==> src/rtl/log_unit_pipe.sv <==
// log_unit_pipe: WIDTH-bit bitwise logic unit with a two-stage registered
// datapath, valid/ready handshakes on both sides, zero/parity status flags
// and a wrapping count of results handed downstream.
module log_unit_pipe #(
  parameter int WIDTH = 16,
  parameter int CNT_W = 16
) (
  input  logic             clk,
  input  logic             rest,
  input  logic [WIDTH-1:0] A,
  input  logic [WIDTH-1:0] B,
  input  logic [2:0]       alu_fun,
  input  logic             log_EN,
  output logic             in_ready,
  output logic [WIDTH-1:0] log_out,
  output logic             log_flag,
  input  logic             out_ready,
  output logic             zero_flag,
  output logic             par_flag,
  output logic [CNT_W-1:0] done_cnt
);

  localparam logic [2:0] OP_AND  = 3'b000;
  localparam logic [2:0] OP_OR   = 3'b001;
  localparam logic [2:0] OP_NAND = 3'b010;
  localparam logic [2:0] OP_NOR  = 3'b011;
  localparam logic [2:0] OP_XOR  = 3'b100;
  localparam logic [2:0] OP_XNOR = 3'b101;
  localparam logic [2:0] OP_NOTA = 3'b110;
  localparam logic [2:0] OP_ANDN = 3'b111;

  logic [WIDTH-1:0] s1_a;
  logic [WIDTH-1:0] s1_b;
  logic [2:0]       s1_op;
  logic             s1_valid;
  logic [WIDTH-1:0] result;
  logic             s2_free;
  logic             s1_adv;
  logic             accept;
  logic             drain;

  // Handshake decode: s2 can take new data when empty or draining this cycle.
  always_comb begin
    s2_free  = !log_flag || out_ready;
    s1_adv   = s1_valid && s2_free;
    in_ready = !s1_valid || s2_free;
    accept   = log_EN && in_ready;
    drain    = log_flag && out_ready;
  end

  // Operation decode on the stage-1 registers.
  always_comb begin
    // NOTE: default assignment first so no path through the case leaves
    // result unassigned, which would otherwise infer a latch.
    result = '0;
    case (s1_op)
      OP_AND:  result = s1_a & s1_b;
      OP_OR:   result = s1_a | s1_b;
      OP_NAND: result = ~(s1_a & s1_b);
      OP_NOR:  result = ~(s1_a | s1_b);
      OP_XOR:  result = s1_a ^ s1_b;
      OP_XNOR: result = ~(s1_a ^ s1_b);
      OP_NOTA: result = ~s1_a;
      OP_ANDN: result = s1_a & ~s1_b;
      default: result = '0;
    endcase
  end

  // Stage 1: capture operands on input transfer; empty when passed to s2.
  always_ff @(posedge clk) begin
    // NOTE: non-blocking assignments keep every register sampling the
    // pre-edge values, so the two stages shift together without races.
    if (rest) begin
      s1_valid <= 1'b0;
      s1_a     <= '0;
      s1_b     <= '0;
      s1_op    <= '0;
    end else if (accept) begin
      s1_valid <= 1'b1;
      s1_a     <= A;
      s1_b     <= B;
      s1_op    <= alu_fun;
    end else if (s1_adv) begin
      s1_valid <= 1'b0;
    end
  end

  // Stage 2: register result and flags; hold everything while stalled.
  always_ff @(posedge clk) begin
    if (rest) begin
      log_flag  <= 1'b0;
      log_out   <= '0;
      zero_flag <= 1'b0;
      par_flag  <= 1'b0;
    end else if (s1_adv) begin
      log_flag  <= 1'b1;
      log_out   <= result;
      zero_flag <= ~|result;
      par_flag  <= ^result;
    end else if (out_ready) begin
      log_flag  <= 1'b0;
    end
  end

  // Count every result that transfers out; wraps naturally.
  always_ff @(posedge clk) begin
    if (rest) begin
      done_cnt <= '0;
    end else if (drain) begin
      done_cnt <= done_cnt + 1'b1;
    end
  end

endmodule

==> config.mk <==
export PLATFORM = sky130hd
export DESIGN_NAME = log_unit_pipe
export DESIGN_NICKNAME = d
export VERILOG_FILES = /design/src/rtl/log_unit_pipe.sv
export SDC_FILE = /design/constraint.sdc
export NUM_CORES = 1
export LEC_CHECK = 0
export ABC_AREA = 0
export CELL_PAD_IN_SITES_DETAIL_PLACEMENT = 0
export CELL_PAD_IN_SITES_GLOBAL_PLACEMENT = 1
export CORE_ASPECT_RATIO = 0.7
export CORE_MARGIN = 2
export CORE_UTILIZATION = 43
export DETAILED_ROUTE_END_ITERATION = 8
export PLACE_DENSITY_LB_ADDON = 0.12
export SLEW_MARGIN = 25
export SYNTH_ARGS = -nofsm -noshare
export SYNTH_HDL_FRONTEND = slang
export SYNTH_SLANG_ARGS = --single-unit
export TNS_END_PERCENT = 100
==> constraint.sdc <==
create_clock -name clk -period 5.05 [get_ports clk]
set_input_delay 0.7575 -clock clk [delete_from_list [all_inputs] [get_ports clk]]
set_output_delay 0.7575 -clock clk [all_outputs]
set_load 0.01 [all_outputs]
==> reports/results.tsv <==
stage	metric	value	unit
global_route	gr-total-overflow	0	
global_route	busiest_layer	met2	
setup_path	critPathArrivalTime	3.26	ns
global_route	use_met2	33.2	%
sta	tightest_slew	0.909	ns
synth	seq_area_frac_synth	30.1	%
clock_network	clk_latency	0.34	ns
power	switching_share	27.5	%
sta	setup_viol	0	
synth	synth_most_common_cell	nand2_1	
sta	fin_crit_sh	59.6	%
routing	vias	4213	
sta	fin_tns_setup	0	ns
die	die_x	129	µm
sta	setup_slack	2.04	ns
sta	finalHoldViolCount	0	
power	switchingPower	0.449	mW
final_layout	drive_above_1_share	3.70	%
clock_network	cts_root_buf	clkbuf_16	
die	rows	31	
setup_path	r2r_slack	2.04	ns
status	status	finished, final reports clean	
synth	synth-edff-count	0	
setup_path	rr_worst_depth	9	
sta	finalCriticalPeriod	3.01	ns
power	design_power_total	1.63	mW
synth	synth_warnings	0	
synth	synthesis.instances	596	
clock_network	htreeDepth	3	
synth	ys.flop_type	dfxtp_1	
setup_path	worstPathCellList	inv_1 -> a221oi_1 -> a211oi_1 -> o21bai_1 -> ha_1 -> xnor2_1 -> xnor2_1 -> xnor2_1 -> a211oi_1	
min_path	hold_path_class	flop to flop	
setup_path	worstPathRequired	5.30	ns
clock_network	cts_inserted_buffers	9	
synth	async_flop_share	0	%
placed_design	port_buffers	74	
global_route	grt_max_degree	72	
routing	detail_route.vias_per_cell	5.29	
die	initial_core_util	44.9	%
power	p_comb_share	21.8	%
power	ir_drop	0.160	mV
setup_path	cp_slowest_stage_delay	0.77	ns
clock_network	clockBufferDepth	2	
setup_path	cp-start-kind	flop	
routing	antenna_left	0	
final_layout	areaGrowthSynthToFinish	22.2	%
sta	slew_viol_final	0	
synth	synth_xor_area_share	4.09	%
final_layout	nets	739	
synth	synth_top_area_share	30.1	%
setup_path	cp_num_cells	9	
routing	drtPass1Iterations	5	
synth	synth_top_family_by_area	compound AO/OA/AOI/OAI gates	
synth	synth_top_area_cell	dfxtp_1	
synth	synth_compound_gate_area_share	21.4	%
placed_design	place.detailed.hpwl	8.50	mm
power	clkPwrFrac	40.3	%
setup_path	crit_start	s1_op[0]$_SDFFE_PP0P_	
global_route	grt_pass1_wl	20.0	mm
final_layout	num_antenna_cells	0	
die	die_area	0.0118	mm²
routing	avgRoutedWirePerCell	15.2	µm
placed_design	gp_congestion	0.874	
die	core	0.0105	mm²
clock_network	cts_resized	0	
setup_path	worst-setup-path-type	flop to flop	
die	io-pin-count	75	
final_layout	fillers	1018	
global_route	first_global_vias	3992	
synth	yosysUniqueCellTypes	41	
synth	synth_nets	692	
setup_path	cp_max_fo	18	
synth	synthTopCellsByArea	dfxtp_1, ha_1, nand2_1, a21oi_1, nor2_1	
synth	synthTopCellsByCount	nand2_1, dfxtp_1, ha_1, a21oi_1, nor2_1	
global_route	use_met3	4.54	%
sta	clock_skew	0.00473	ns
global_route	grtUsageMet1	29.6	%
setup_path	reg2reg_from	s1_op[0]$_SDFFE_PP0P_	
routing	drtIter0Drc	322	
power	internal_power	1.19	mW
setup_path	critPathBufInv	1	
setup_path	crit_family	compound AO/OA/AOI/OAI gates	
synth	muxShareOfSynthArea	2.76	%
synth	synthAdderAreaFrac	15.1	%
min_path	hold_depth	2	
routing	drt_wl_total	12.1	mm
flow_run	max_cap_violations	0	
power	power.density	284	mW/mm²
sta	holdWs	0.459	ns
clock_network	clk_pin_slew	0.06	ns
setup_path	crit_path_end_kind	flop	
sta	slew-limit-headroom	39.4	%
min_path	hold_start	log_out[7]$_SDFFE_PP0P_	
global_route	track_usage	21.5	%
routing	remaining_drc_errors	0	
sta	fmax	332	MHz
power	power_leakage	2.27	nW
synth	ys_ff_latch	71	
sta	rsz0062_at_grt	false	
clock_network	postCtsSetupBuffers	0	
power	p_seq_share	37.8	%
placed_design	pre_cts_ws	2.11	ns
synth	synth-simple-area-share	18.6	%
clock_network	cts_tree	yes	
global_route	grt_antenna_before_repair	0	
synth	synth_area	0.00471	mm²
setup_path	path_common_cell	xnor2_1	
clock_network	numClockSinks	71	
die	dieHeight	91.6	µm
synth	syn_area_per_cell	7.91	µm²
setup_path	cp_slowest_cell	dfxtp_1	
clock_network	cts_hold_buf	0	
[cell type report]
cell class / instances / area (µm²) / share of cell area, %
Multi-Input combinational cell: 445 / 2920 / 50.7
Sequential cell: 71 / 1420 / 24.7
Timing Repair Buffer: 81 / 788 / 13.7
Clock buffer: 14 / 274 / 4.75
Tap cell: 148 / 185 / 3.21
Inverter: 35 / 131 / 2.28
Clock inverter: 2 / 37.5 / 0.651
[metrics by stage]
step | instance area (µm²) | util, % | instances
after floorplan | 4710 | - | 596
after global placement | 5450 | 51.9 | 780
after detailed placement | 5450 | 51.9 | 780
after CTS | 5760 | 54.8 | 796
after global routing | 5760 | 54.8 | 796
final | 5760 | 54.8 | 796
[layout by cell type (no fill, tap or decap), types with 8 or more instances in the layout]
cell	instances
a211oi_1	11
a21o_1	8
a21oi_1	55
a221oi_1	8
a2bb2oi_1	8
clkbuf_16	9
clkdlybuf4s50_1	73
dfxtp_1	70
ha_1	57
inv_1	35
mux2i_1	13
nand2_1	98
nand2b_1	8
nor2_1	47
nor2b_1	21
o211ai_1	10
o21ai_0	17
o21bai_1	8
o32ai_1	8
xnor2_1	9
xor2_1	13
[flip-flops by register name (all words and copies together), names as in the netlist]
| register | cells |
|---|---|
| par_flag | 1 |
| log_out | 16 |
| s1_valid | 1 |
| s1_op | 3 |
| s1_b | 16 |
| log_flag | 1 |
| s1_a | 16 |
| zero_flag | 1 |
| done_cnt | 16 |
[logic make-up (layout without fill, tap and decap cells)]
logic type | count (synthesis) | count (layout)
adders and majority gates | 57 | 57
and+or+nand+nor | 199 | 199
AOI/OAI and AO/OA | 154 | 154
buffers and inverters | 80 | 132
xor gates and xnor gates | 22 | 22
muxes | 13 | 13
DFF | 71 | 71
[power by group through the flow]
| stage | logic [mW] | registers, mW | clock network (mW) |
|---|---|---|---|
| floorplan | 0.261 | 0.620 | 0 |
| global placement | 0.349 | 0.628 | 0 |
| detailed placement | 0.357 | 0.630 | 0 |
| CTS | 0.358 | 0.618 | 0.678 |
| global route | 0.401 | 0.622 | 0.703 |
| finish | 0.357 | 0.618 | 0.660 |
[per-layer routing]
metal / vias up / part of all wire [%]
li1: 2119 / -
met5: - / 0
met3: 13 / 6.0
met4: 0 / 1.2
met2: 133 / 43
met1: 1948 / 50
[path summary, 6_finish.rpt]
kind	endpoint
max	par_flag$_SDFFE_PP0P_
min	log_out[7]$_SDFFE_PP0P_
max reg2reg	par_flag$_SDFFE_PP0P_
min reg2reg	log_out[7]$_SDFFE_PP0P_
[worst register-to-register path: cells and delay by family, from the launching register on]
kind,cells,cell delay (ns)
AO/OA/AOI/OAI,4,0.96
XOR/XNOR,3,0.48
adder cells (fa/ha/maj),1,0.33
flip-flops,1,0.77
buffers and inverters,1,0.39
Note: power is estimated with default switching activity, not from simulation.
